File: config.mk
export PLATFORM = sky130hd
export DESIGN_NAME = sd_upsampler
export DESIGN_NICKNAME = d
export VERILOG_FILES = /design/src/rtl/sd_upsampler.sv
export SDC_FILE = /design/constraint.sdc
export NUM_CORES = 1
export LEC_CHECK = 0
export BUFFER_PORTS_ARGS = -buffer_cell sky130_fd_sc_hd__buf_2
export CAP_MARGIN = 20
export CORE_MARGIN = 1.5
export CORE_UTILIZATION = 45
export CTS_BUF_LIST = sky130_fd_sc_hd__clkbuf_16
export DETAILED_ROUTE_END_ITERATION = 10
export GPL_TIMING_DRIVEN = 0
export PLACE_DENSITY = 0.73
export SYNTH_ARGS = -nofsm -noshare
export SYNTH_HDL_FRONTEND = slang
export SYNTH_SLANG_ARGS = --single-unit
export TNS_END_PERCENT = 10
File: constraint.sdc
create_clock -name clk -period 2.6 [get_ports clk]
set_input_delay 0.52 -clock clk [delete_from_list [all_inputs] [get_ports clk]]
set_output_delay 0.52 -clock clk [all_outputs]
set_load 0.01 [all_outputs]
File: src/rtl/sd_upsampler.sv
`default_nettype none
// ============================================================================
// Module   : sd_upsampler
// Purpose  : Linear-interpolating upsampler feeding a first-order sigma-delta
//            DAC. Ramps from the previous target to each newly accepted signed
//            sample over 2^RATIO_LOG2 clocks. The output is offset-binary.
// Revision : 1.0 - initial release
// ============================================================================
module sd_upsampler #(
   parameter int N          = 16,
   parameter int RATIO_LOG2 = 2
) (
   input  logic         clk,
   input  logic         n_reset,
   input  logic [N-1:0] sample_in,
   input  logic         sample_valid,
   output logic         sample_ready,
   output logic [N-1:0] pcm_out,
   output logic         busy
);

   // Accumulator width: integer part plus RATIO_LOG2 fraction bits
   localparam int AW = N + RATIO_LOG2;

   typedef enum logic [0:0] {
      IDLE = 1'b0,
      RAMP = 1'b1
   } state_t;

   state_t                state_q, state_d;
   logic signed [AW-1:0]  acc_q, acc_d;
   logic signed [N-1:0]   tgt_q, tgt_d;
   logic signed [N:0]     delta_q, delta_d;
   logic                  last;
   logic                  accept;
   logic        [N-1:0]   acc_int;

   assign sample_ready = (state_q == IDLE) || last;
   assign accept       = sample_valid && sample_ready;
   assign busy         = (state_q == RAMP);

   // Arithmetic shift right by RATIO_LOG2 (floor) then flip the MSB for offset-binary
   assign acc_int = acc_q[AW-1:RATIO_LOG2];
   assign pcm_out = {~acc_int[N-1], acc_int[N-2:0]};

   generate
      if (RATIO_LOG2 > 0) begin : g_cnt
         logic [RATIO_LOG2-1:0] cnt_q, cnt_d;

         // Step counter: restarts on accept, advances on every ramp clock
         always_comb begin
            cnt_d = cnt_q;
            if (accept) begin
               cnt_d = '0;
            end else if (state_q == RAMP) begin
               cnt_d = cnt_q + RATIO_LOG2'(1);
            end
         end

         // Step counter register
         always_ff @(posedge clk or negedge n_reset) begin
            if (!n_reset) begin
               cnt_q <= '0;
            end else begin
               cnt_q <= cnt_d;
            end
         end

         assign last = (state_q == RAMP) && (cnt_q == '1);
      end else begin : g_no_cnt
         // A one-clock ramp: every ramp cycle is the final one
         assign last = (state_q == RAMP);
      end
   endgenerate

   // Next-state and datapath: step the accumulator, latch a new target on accept
   always_comb begin
      state_d = state_q;
      acc_d   = acc_q;
      tgt_d   = tgt_q;
      delta_d = delta_q;

      // The closing step of a ramp still lands even when a new sample is taken
      if (state_q == RAMP) begin
         acc_d = acc_q + AW'(delta_q);
      end

      if (accept) begin
         // Difference against the previous target keeps every ramp landing exactly
         delta_d = $signed({sample_in[N-1], sample_in}) - $signed({tgt_q[N-1], tgt_q});
         tgt_d   = sample_in;
         state_d = RAMP;
      end else if (last) begin
         state_d = IDLE;
      end
   end

   // State and datapath registers with asynchronous clear to midscale
   always_ff @(posedge clk or negedge n_reset) begin
      if (!n_reset) begin
         state_q <= IDLE;
         acc_q   <= '0;
         tgt_q   <= '0;
         delta_q <= '0;
      end else begin
         state_q <= state_d;
         acc_q   <= acc_d;
         tgt_q   <= tgt_d;
         delta_q <= delta_d;
      end
   end

endmodule
`default_nettype wire

==> run metrics, run 1 <==
static leakage=2.00 nW; post-synth top area cell=dfrtp_1; Clock Latency Late Sink=around 0.29 ns; setup TNS=0 ns; Initial DRT Pass Iterations=4; vias after detailed routing=roughly 3100; Die Wd=roughly 94 um; largest net degree at the start of global routing=37; Placed Instances=approximately 560; WS Path Type=flop to flop; diode count=0; Reg2Reg Depth=9; fillers=~730; syn_nets=about 470; Total Routing Usage GR=between 10% and 20%; Port Buffers=36; DR iter-0 viols=84; Main synth FF type=dfrtp_1; Synth area leaders=dfrtp_1 (36%), ha_1 (11%), o21ai_0 (4.8%), nand2_1 (4.7%), a21oi_1 (3.1%); GP Congestion=0.922; type of destination of the critical path=flop; Final #Nets=approximately 520; Seq. cell area=between 0.001 and 0.0015 mm2; total of max-cap violations=0; Die Area=between 0.008 and 0.009 mm2; outcome=finished clean; TritonCTS clock tree=built; number of synthesized flops with an enable pin=0; RSZ-0062 raised after global routing=no; CTS clock-pin slew for the worst setup and hold paths=approximately 0.070 ns; H-tree Lvls=2; vias in the first global route=2898; sequential element share of the synthesized area=a little over a third; post-cts gate resize count=0; final global-route overflow total=0; Max Slew Vio Count=0; share of layout cells above drive strength 1=16.0%; worst r2r src=acc_q[0]$_DFFE_PN0P_; Max Fclk=414 MHz; Setup Skew=between 0.005 and 0.006 ns; P&R area growth vs syn=13.3%; most frequent cell after synthesis=dfrtp_1; initial antenna violation count=0; Final ANT Viol Nets=0; setup violators final=0; Post-Syn Instances=about 420; first-pass GRT wire length=between 10000 and 15000 um; hold crit path type=primary input to asynchronous set/reset pin; Required @ worst endpoint=approximately 2.8 ns; Yosys warnings=0; R2R setup slack=~0.18 ns; Post-CTS Setup Inserts=0; share of synthesized flip-flops with an asynchronous set or reset=100%; Yosys reg bits=54; Ports=37; Starting Density=46.2%; Final Critical Period=about 2.4 ns; Core Area=between 0.008 and 0.009 mm2; CTS root buf=clkbuf_16; row count=33; Slew HR=60.6%; peak supply drop=~0.00043 V; Power per Cell Area=~1500 mW/mm2; cts hold-fix bufs=0; CP Cell Sequence=ha_1 -> inv_1 -> fa_1 -> nor2b_1 -> o31a_1 -> o31ai_1 -> a21oi_1 -> o21a_1 -> o31ai_1; top-area cell type share of the netlist area=36.0%; post-synth cell types=53; Critical Path Source Type=flop; CP max stage cell=o31ai_1; deepest clock path buffer count=2; total power=0.00644 W; Die Y=~94 um; Top cell by count, worst path=o31ai_1; final number of hold-violating endpoints=0; Mapped Area=about 0.0038 mm2; final WL=7540 um; average cell area after synthesis=about 9.0 um2; fin cells=around 570; clk sink count=54; synth cell count leaders=dfrtp_1 (54), nand2_1 (47), o21ai_0 (36), ha_1 (34); Least-Margin Pin Slew=0.591 ns; vias per cell=5.41; wire per inst=between 10 and 15 um; crit-path max cell delay=approximately 0.46 ns; TritonCTS Buffers=5; hold slack final=between 0.15 and 0.2 ns; area occupied by multi-input gates=between 0.002 and 0.0025 mm2; final period utilization=~93%; FF-to-FF End=acc_q[16]$_DFFE_PN0P_; hpwl dp=6040 um; worst endpoint data arrival time=2.61 ns; Crit Path Max Fanout=4; drc violations=0
[power breakdown]
group | leakage [nW] | switching (W) | internal (W)
sequential | 0.653 | 0.000265 | 0.00129
clock | 0.0842 | 0.000305 | 0.000456
combinational | 1.26 | 0.00218 | 0.00194
total | 2.00 | 0.00275 | 0.00368
[worst max-delay path by stage]
stage	cells past startpoint	start	endpoint	slack, ns
finish	9	acc_q[0]$_DFFE_PN0P_	acc_q[16]$_DFFE_PN0P_	0.18
global route	9	acc_q[0]$_DFFE_PN0P_	acc_q[16]$_DFFE_PN0P_	0.05
CTS	9	acc_q[0]$_DFFE_PN0P_	acc_q[16]$_DFFE_PN0P_	0.20
detailed placement	10	sample_in[0]	delta_q[12]$_DFFE_PN0P_	0.03
global placement	10	sample_in[0]	delta_q[12]$_DFFE_PN0P_	0.08
floorplan	9	sample_in[0]	delta_q[12]$_DFFE_PN0P_	0.36
[layout make-up]
cell class,count,area share [%]
multi-input combinational,312,50.7
sequential,54,31.7
timing repair buffer,37,4.70
buffer,27,3.70
tap,105,3.08
clock buffer,5,2.94
inverter,24,2.12
clock inverter,3,1.03
[stage by stage]
step | cell area, um2 | setup slack [ns] | utilization, %
2_1_floorplan | 3760 | 0.359 | -
3_3_place_gp | 4070 | 0.0794 | 50.0
3_5_place_dp | 4090 | 0.0282 | 50.3
4_1_cts | 4260 | 0.203 | 52.4
5_1_grt | 4260 | 0.0454 | 52.4
6_report | 4260 | 0.183 | 52.4
[layer usage]
layer	up-vias	share of wire [%]	GRT usage [%]
met5	-	0	0
met4	0	1.8	6.84
met3	11	3.0	2.66
met2	58	48	31.7
met1	1426	47	23.7
li1	1573	-	-
[state kept, by name, summed over array words and instances, names as in the netlist]
register,cells
acc_q,18
tgt_q,16
delta_q,17
busy,1
g_cnt.cnt_q,2
[worst max-delay path, delay by kind of cell, from the launching register on]
kind            cells  cell delay, ns
fa+ha+maj           2            0.43
buf+inv             1            0.07
flops               1            0.38
simple gates        1            0.07
compound gates      5            1.38
[cells in the final DEF, fill, tap and decap left out, drive strengths merged, types with 4 or more instances in the layout]
cell type / netlist / final
dfrtp: 54 / 54
buf: 15 / 52
nand2: 47 / 47
o21ai: 40 / 40
ha: 34 / 34
inv: 23 / 24
a21oi: 24 / 24
nor2: 22 / 22
clkbuf: 12 / 17
a21o: 12 / 12
nand2b: 11 / 11
nand3: 10 / 10
o31ai: 10 / 10
mux2: 9 / 9
xnor2: 8 / 8
o21a: 8 / 8
xor2: 7 / 7
a211oi: 6 / 6
nor3: 5 / 5
nand4: 4 / 4
or3: 4 / 4
mux2i: 4 / 4
nor3b: 4 / 4
o211ai: 4 / 4
[cells by family (layout without fill, tap and decap cells)]
| logic type | after synthesis | in the layout | share of synthesized area (%) |
|---|---|---|---|
| fa+ha+maj | 36 | 36 | 12.4 |
| buf+inv | 51 | 96 | 6.59 |
| mux | 13 | 13 | 3.86 |
| simple gates | 121 | 121 | 15.4 |
| xor+xnor | 15 | 15 | 3.50 |
| compound gates | 127 | 127 | 22.3 |
| flops | 54 | 54 | 36.0 |
Power figures use the tool's default switching activity.
==> run 2, diff against run 1 <==
--- a/config.mk
+++ b/config.mk
@@ -12,7 +12,8 @@
 export CTS_BUF_LIST = sky130_fd_sc_hd__clkbuf_16
 export DETAILED_ROUTE_END_ITERATION = 10
 export GPL_TIMING_DRIVEN = 0
-export PLACE_DENSITY = 0.73
+export MAX_ROUTING_LAYER = met4
+export PLACE_DENSITY = 0.7
 export SYNTH_ARGS = -nofsm -noshare
 export SYNTH_HDL_FRONTEND = slang
 export SYNTH_SLANG_ARGS = --single-unit
==> run 2 against run 1 <==
Sequential power about the same; via count fell by 0.98%; clock power fell by 3.2%; highest routed layer unchanged; cell count is the same; core utilization is 0.077 points lower; register-to-register slack gained 0.04 ns; critical path depth unchanged; setup slack better by 0.040 ns; clock-buffer cell count unchanged; non-clock buffer count unchanged; routed wire length rose by 1.8%.
==> run metrics, run 2 (synthesis results as in run 1) <==
outcome=finished clean; final worst slack=0.223 ns (+0.0403 ns); P&R area growth vs syn=13.1%; static leakage=2.00 nW (+0.11%); Slew HR=59.2% (-1.4 points); final period utilization=91.4% (-1.6 points); vias in the first global route=2907 (+0.31%); CTS clock-pin slew for the worst setup and hold paths=0.07 ns (about the same); Top reg by flops=acc_q; RSZ-0062 raised after global routing=no; max FFs per register=18 (unchanged); final number of hold-violating endpoints=0 (unchanged); clk sink count=54 (unchanged); initial antenna violation count=0 (unchanged); Die Area=0.00891 mm2 (unchanged); FF-to-FF End=acc_q[16]$_DFFE_PN0P_; crit-path max cell delay=0.42 ns (-0.04 ns); final global-route overflow total=0 (unchanged); Top cell by count, worst path=o31ai_1; peak supply drop=0.000406 V (-6.6%); Place WS=0.0299 ns (+0.00166 ns); Port Buffers=36 (unchanged); Core Area=0.00813 mm2 (unchanged); Initial DRT Pass Iterations=5 (+1); commonest non-fill, non-tap cell in the layout=dfrtp_1; Die Y=94.4 um (unchanged); hold slack final=0.159 ns (-0.0142 ns); Starting Density=46.2% (unchanged); Required @ worst endpoint=2.80 ns (about the same); wire per inst=13.5 um (+1.8%); Post-CTS Setup Inserts=0 (unchanged); hpwl dp=6010 um (-0.57%); Seq. cell area=0.00135 mm2 (unchanged); type of destination of the critical path=flop; Die Wd=94.4 um (unchanged); vias after detailed routing=3038 (-0.98%); Final #Nets=516 (unchanged); H-tree Lvls=2 (unchanged); fin cells=567 (unchanged); Placed Instances=559 (unchanged); most frequent cells in the layout=dfrtp_1 (54), nand2_1 (47), o21ai_0 (36), buf_2 (36), ha_1 (34); top flop regs=acc_q: 18 flops, delta_q: 17 flops, tgt_q: 16 flops; setup violators final=0 (unchanged); deepest clock path buffer count=2 (unchanged); worst endpoint data arrival time=2.57 ns (-0.04 ns); DR iter-0 viols=124 (+48%); setup TNS=0 ns (unchanged); total of max-cap violations=0 (unchanged); CP max stage cell=o31ai_1; largest net degree at the start of global routing=39 (+5.4%); Crit Path Max Fanout=4 (unchanged); final WL=7680 um (+1.8%); TritonCTS clock tree=built; Max Slew Vio Count=0 (unchanged); R2R setup slack=0.22 ns (+0.04 ns); GP Congestion=0.896 (-2.9%); TritonCTS Buffers=5 (unchanged); CP Cell Sequence=ha_1 -> inv_1 -> fa_1 -> nor2b_1 -> o31a_1 -> o31ai_1 -> a21oi_1 -> o21a_1 -> o31ai_1; cts hold-fix bufs=0 (unchanged); vias per cell=5.36 (-0.98%); drc violations=0 (unchanged); Critical Path Source Type=flop; CP bufs+invs=1 (unchanged); Least-Margin Pin Slew=0.612 ns (+0.0209 ns); Ports=37 (unchanged); diode count=0 (unchanged); Reg2Reg Depth=9 (unchanged); Power per Cell Area=1510 mW/mm2 (-0.39%); Setup Skew=0.00381 ns (-0.00174 ns); Total Routing Usage GR=19.1% (+0.59 points); WS Path Type=flop to flop; hold crit path type=primary input to asynchronous set/reset pin; fillers=763 (+4.1%); share of layout cells above drive strength 1=15.6% (-0.43 points); row count=33 (unchanged); worst r2r src=acc_q[0]$_DFFE_PN0P_; area occupied by multi-input gates=0.00216 mm2 (unchanged); first-pass GRT wire length=13100 um (-0.21%); Top Family by Delay on Critical Path=compound AO/OA/AOI/OAI gates; Clock Latency Late Sink=0.29 ns (about the same); Max Fclk=421 MHz (+1.7%); post-cts gate resize count=0 (unchanged); Final Critical Period=2.38 ns (-0.0403 ns); CTS root buf=clkbuf_16; Final ANT Viol Nets=0 (unchanged)
-- run 2: cell count changes in the layout (fill, tap and decap cells not counted), sizes merged --
| cell | before | now |
|---|---|---|
| inv | 24 | 25 |
| clkinv | 2 | 1 |
-- run 2: layout make-up --
class / instances / share of cell area (%)
inverters: 24 / 2.12
multi-input cells: 312 / 50.8
clock buffers: 5 / 2.94
flip-flops and latches: 54 / 31.8
repair buffers: 37 / 4.71
well taps: 105 / 3.09
clock inverters: 3 / 0.883
plain buffers: 27 / 3.71
-- run 2: metal layers --
layer	vias up	part of all wire [%]	track usage, %
li1	1559	-	-
met1	1416	49	24.6
met2	53	48	31.4
met3	10	2.4	2.98
met4	0	1.3	5.10
met5	-	0	-
-- run 2: how the worst max path moves through the flow --
stage,startpoint,cells after the start,slack (ns),to
final,acc_q[0]$_DFFE_PN0P_,9,0.22,acc_q[16]$_DFFE_PN0P_
after global routing,acc_q[0]$_DFFE_PN0P_,9,0.09,acc_q[16]$_DFFE_PN0P_
after CTS,acc_q[0]$_DFFE_PN0P_,9,0.22,acc_q[16]$_DFFE_PN0P_
after detailed placement,sample_in[0],10,0.03,delta_q[12]$_DFFE_PN0P_
after global placement,sample_in[0],10,0.08,delta_q[12]$_DFFE_PN0P_
after floorplan,sample_in[0],9,0.36,delta_q[12]$_DFFE_PN0P_
-- run 2: metrics by stage --
stage	total power, W	area (um2)	util [%]
after CTS	0.00645	4250	52.3
final	0.00640	4250	52.3
after floorplan	0.00480	3760	-
after detailed placement	0.00567	4090	50.3
after global routing	0.00706	4250	52.3
after global placement	0.00555	4070	50.0
-- run 2: where the power goes --
group / internal, W / leakage (nW) / switching [W]
Combinational: 0.00194 / 1.26 / 0.00217
Clock: 0.000448 / 0.0864 / 0.000289
Sequential: 0.00129 / 0.653 / 0.000271
Total: 0.00368 / 2.00 / 0.00273
